==> config.mk <==
export PLATFORM = sky130hd
export DESIGN_NAME = scroll_text_gen
export DESIGN_NICKNAME = d
export VERILOG_FILES = /design/src/rtl/scroll_text_gen.sv
export SDC_FILE = /design/constraint.sdc
export NUM_CORES = 1
export LEC_CHECK = 0
export CORE_UTILIZATION = 39
export CTS_CLUSTER_SIZE = 30
export DETAILED_ROUTE_END_ITERATION = 7
export PLACE_DENSITY_LB_ADDON = 0.3
export SETUP_SLACK_MARGIN = 0.15
export SYNTH_ARGS = -nofsm -noshare
export SYNTH_HDL_FRONTEND = slang
export SYNTH_SLANG_ARGS = --single-unit
==> constraint.sdc <==
create_clock -name clk -period 4.09 [get_ports clk]
set_input_delay 0.818 -clock clk [delete_from_list [all_inputs] [get_ports clk]]
set_output_delay 0.818 -clock clk [all_outputs]
set_load 0.01 [all_outputs]
==> src/rtl/scroll_text_gen.sv <==
// Scrolling 8-digit text window over a 16-entry message buffer.
// A free-running prescaler steps the window; writes are accepted only while paused.
module scroll_text_gen #(
    parameter int BEAT_WIDTH = 27
) (
    input  logic        clk,
    input  logic        reset,
    input  logic        select,
    input  logic        pause,
    input  logic        wr_en,
    input  logic [3:0]  wr_addr,
    input  logic [4:0]  wr_data,
    output logic        wr_ack,
    output logic        beat,
    output logic [3:0]  offset,
    output logic [39:0] chars
);

    // Offset-0 window of the reset message, digit 7 in the top bits.
    localparam logic [39:0] RESET_WINDOW = {5'h1F, 5'h1F, 5'h1F, 5'h00,
                                            5'h11, 5'h11, 5'h0E, 5'h10};

    logic [BEAT_WIDTH-1:0] prescaler;
    logic [4:0]            msg [16];
    logic [39:0]           window;
    logic                  wrap;

    assign wrap = !pause && (&prescaler);

    always_comb begin
        window = '0;
        for (int k = 0; k < 8; k++) begin
            window[5*k +: 5] = msg[4'(offset + 4'(k))];
        end
    end

    always_ff @(posedge clk) begin
        if (reset) begin
            prescaler <= '0;
            offset    <= '0;
            beat      <= 1'b0;
            wr_ack    <= 1'b0;
            chars     <= RESET_WINDOW;
            msg[0]    <= 5'h10;
            msg[1]    <= 5'h0E;
            msg[2]    <= 5'h11;
            msg[3]    <= 5'h11;
            msg[4]    <= 5'h00;
            for (int i = 5; i < 16; i++) begin
                msg[i] <= 5'h1F;
            end
        end else begin
            if (!pause) begin
                prescaler <= prescaler + 1'b1;
            end
            beat <= wrap;
            if (wrap) begin
                offset <= select ? offset - 4'd1 : offset + 4'd1;
            end
            wr_ack <= wr_en && pause;
            if (wr_en && pause) begin
                msg[wr_addr] <= wr_data;
            end
            // Window lags offset/msg by one cycle, so a write shows two cycles later.
            chars <= window;
        end
    end

endmodule

# Word level (Yosys, flattened, before mapping)
# Memories as Yosys holds them, arrays and structs flattened. A register that Yosys moved wholly into a read port is not among the register bits.
# Index checks and enable logic that the tools add are counted.
dict set report op_classes {
  add_sub_neg 9
  n_mux 9
  n_reduce_logical 5
}
# op count
set op_table {}
lappend op_table {{$add A27 B1 Y27 const B} 1}
lappend op_table {{$reduce_and A27 Y1} 1}
lappend op_table {{$add A4 B3 Y4 const B} 4}
lappend op_table {{$add A4 B2 Y4 const B} 2}
lappend op_table {{$mux W4} 2}
lappend op_table {{$mux W1} 6}
lappend op_table {{$mux W5} 1}
lappend op_table {{$reduce_or A5 Y1} 1}
lappend op_table {{$add A4 B1 Y4 const B} 1}
lappend op_table {{$sub A4 B1 Y4 const B} 1}
lappend op_table {{$logic_and A1 B1 Y1} 2}
lappend op_table {{$logic_not A1 Y1} 1}
dict set report totals {
  register_bits 33
  ram_bits 80
  input_bits 14
  output_inout_bits 46
  wordCells 28
  mem_count 1
}
# memory words word_bits read_ports rd_clocked_by_memory_dff wr line
set memory_table {}
lappend memory_table {msg 16 5 8 8 16 24} ;# logic [4:0] msg [16];

# Logic depth before layout (Yosys ltp)
dict set report depth {
  ltp_word 6
  mapped_depth 11
  mapped_depth_nobuf 6
}

# Worst setup path before layout
# Ideal clock, no wire load.
dict set report synth_path {
  path_kind {register to register}
  startpoint {reg offset[0]}
  endpoint {reg chars[19] (read register of msg)}
  setup_ns 0.143
  t_arrival_ns 3.055
  t_required_ns 3.947
  path_slack_ns 0.892
  path_stages_with_launch 12
  n_path_buf 6
  synth_period_minus_slack_ns 3.198
  cell_sequence {dfxtp_1 buf_2 buf_2 buf_2 buf_2 inv_1 ha_1 buf_1 clkbuf_1 mux4_2 mux2i_1 a22oi_1}
}
dict set report synth_between {
  elab_chain_cells 1
}
# element line
set synth_lines {}
lappend synth_lines {{from (decl)} 15} ;# output logic [3:0] offset,
lappend synth_lines {{from (signal assigned)} 58} ;# offset <= select ? offset - 4'd1 : offset + 4'd1;
lappend synth_lines {{$add A4 B2 Y4} 33} ;# window[5*k +: 5] = msg[4'(offset + 4'(k))];
lappend synth_lines {{to (decl)} 16} ;# output logic [39:0] chars
# No other way between the ends.
# A chain may end at the register's enable or synchronous reset.

# Final worst setup path
dict set report layout_path {
  startpoint {reg offset[2]}
  endpoint {reg chars[11] (read register of msg)}
}
# The elaborated chain is that of the path after synthesis.

==> flow_summary_export.csv <==
group,metric,value,unit
status,status,"finished with violations",
status,violations,"design-rule violations",
cells_and_area,area_growth,15.7,%
critical_path,crit_path_end_kind,"flip-flop",
floorplanning,dieArea,23300,sq um
sta,final.min_clock_period,2.84,ns
synthesis,syn_nets,716,
flow_run,maxCapViolations,0,
placed_design,gp_congestion,0.950,
clocking,cts.clk_slew.worst_paths,0.06,ns
placed_design,place_inst,985,
sta,finalCritPeriodShare,69.4,%
sta,rsz0062_at_grt,"no",
routing,drtIter0Drc,633,
floorplanning,start_util,40.1,%
routing,num_vias,6362,
clocking,clock_sinks,153,
floorplanning,io_pins,60,
synthesis,yosysWarnings,0,
synthesis,synth_fa_ha_area_share,1.13,%
cells_and_area,drive_gt1_share,19.5,%
critical_path,cp_max_fo,24,
sta,setup_violations,0,
synthesis,netlist_top_cells_area,"edfxtp_1, mux4_2, dfxtp_1, mux2i_1, or3_1",
placed_design,portBuffers,59,
synthesis,synth_compound_area_share,7.14,%
routing,post-route-drc-count,6,
critical_path,cp-startpoint,"offset[2]$_SDFFE_PP0P_",
power_and_ir_drop,p_leak,3.28,nW
critical_path,setup.worst_path.start_class,"flip-flop",
clocking,numCtsBuffers,17,
synthesis,synthSimpleGateAreaFrac,13.3,%
cells_and_area,final_cells,1017,
clocking,clk_path_buf_depth,2,
grt,grt_pass1_wl,36400,microns
sta,slew_headroom,27.5,%
sta,fmax,352,MHz
synthesis,synth.largest_area_cell,"edfxtp_1",
grt,gr-total-overflow,0,
worst_hold_path,holdCritPathClass,"flip-flop to flip-flop",
synthesis,synth-seq-cells,153,
routing,drtPass1Iterations,7,
routing,routed_wirelength,23800,microns
routing,via_per_inst,6.26,
floorplanning,core,22000,sq um
critical_path,cp.arrival,3.12,ns
critical_path,criticalPathCategory,"flip-flop to flip-flop",
critical_path,r2r-start,"offset[2]$_SDFFE_PP0P_",
cells_and_area,final_common_cell,"mux4_2",
cells_and_area,num-nets-final,746,
worst_hold_path,min_from,"prescaler[25]$_SDFFE_PP0N_",
synthesis,synth_seq_area_share,43.7,%
sta,finalClockSkew,0.00745,ns
sta,tightest_slew,1.08,ns
clocking,ctsResizeCount,0,
cells_and_area,nFillCells,1930,
cells_and_area,final_cell_mix,"mux4_2, edfxtp_1, dfxtp_1",
floorplanning,rows,54,
power_and_ir_drop,p_per_area,356,nW/um^2
synthesis,synth_xor_area_share,2.34,%
synthesis,synth_top_family_by_area,"multiplexers",
sta,finalHoldViolCount,0,
clocking,hold_buffers,0,
clocking,cts_root_buf,"clkbuf_16",
synthesis,syn_inst,694,
clocking,h-tree-depth,4,
grt,grt_max_degree,64,
placed_design,dp_hpwl,17500,microns
clocking,cts_tree,"done",
sta,finalSetupTns,0,ns
synthesis,synthesis.area,8830,sq um
grt,grt_pass1_vias,5988,
synthesis,synthDominantCellAreaShare,27.2,%
critical_path,worstPathRequired,4.38,ns
power_and_ir_drop,peakVddDrop,0.271,mV
cells_and_area,finalCoreUtilization,46.4,%
floorplanning,die_y,153,microns
routing,wire_per_inst,23.4,microns
clocking,post_cts_buffers,0,
synthesis,synth_mux_area_share,29.2,%
synthesis,ys_types,51,
floorplanning,dieWidth,153,microns
clocking,clk_latency,0.43,ns
sta,hold_ws,0.477,ns
grt,antenna_found_initial,0,
synthesis,avgSynthCellArea,12.7,sq um
cells_and_area,antennaDiodeCount,0,
grt,grt_usage,21.0,%
routing,ant_nets,0,
sta,drv_slew,0,
-- final timing paths --
path                                endpoint  slack (ns)  cells after the start
setup / recovery        chars[11]$_SDFF_PP0_        1.25                      4
hold / removal    prescaler[25]$_SDFFE_PP0N_        0.48                      2
hold reg to reg   prescaler[25]$_SDFFE_PP0N_        0.48                      2
setup reg to reg        chars[11]$_SDFF_PP0_        1.25                      4
-- cell usage after synthesis, drive strengths merged --
master / number
inv: 7
o31ai: 13
nand3b: 1
a21oi: 21
edfxtp: 80
nand4b: 1
xor2: 10
and3b: 1
nor2b: 8
o2bb2ai: 1
nand4: 10
nand2: 13
and4b: 1
xnor2: 11
or3: 58
or2: 6
o21bai: 11
a311oi: 1
ha: 8
a21boi: 1
o211ai: 6
nor3: 8
buf: 24
a31oi: 6
mux2i: 64
mux2: 6
a22o: 2
clkbuf: 35
nor3b: 1
and2: 19
a211oi: 1
nand3: 18
dfxtp: 73
and4: 4
o21ai: 5
nor2: 18
nand2b: 13
mux4: 83
o22ai: 12
a22oi: 15
nor4: 3
or4: 15
-- flip-flops by register name, summed over array words and instances (netlist names) --
name       flops
offset         4
msg           80
wr_ack         1
prescaler     27
chars         40
beat           1
-- power breakdown --
group	total, mW	switching (mW)	internal [mW]
clock network	1.59	0.641	0.950
logic	0.295	0.149	0.146
registers	1.76	0.0726	1.68
total	3.64	0.863	2.78
-- cell type report --
cell class	count	area [sq um]	area share, %
clock buffers	24	547	5.35
clock inverters	8	66.3	0.649
inverters	7	26.3	0.257
multi-input cells	475	4690	45.9
flip-flops and latches	153	3870	37.9
well taps	280	350	3.43
repair buffers	70	668	6.54
-- worst max-delay path: stages, from the launching register on --
cell and delay [ns]:
dfxtp_1 0.85, inv_2 0.40, ha_1 0.85, mux4_2 0.43, nor2b_1 0.15
-- stage by stage --
stage	setup WS [ns]	power (mW)	instance area (sq um)
after floorplan	0.892	1.92	8830
after detailed placement	0.844	2.08	9610
final	1.25	3.64	10200
after CTS	1.24	3.66	10200
after global routing	1.07	3.76	10200
after global placement	0.955	2.06	9610
-- cell families after synthesis --
logic type	Yosys count
fa+ha+maj	8
compound gates	95
buf+inv	66
simple gates	198
flops	153
xor+xnor	21
mux	153
-- metal layers --
| metal | share of wire [%] | vias up | GRT usage [%] |
|---|---|---|---|
| li1 | - | 2826 | - |
| met1 | 43 | 3197 | 28.7 |
| met2 | 47 | 304 | 32.5 |
| met3 | 7.5 | 35 | 4.38 |
| met4 | 3.1 | 0 | 9.19 |
| met5 | 0 | - | 0 |
No activity file was read; power rests on OpenSTA's default activity.
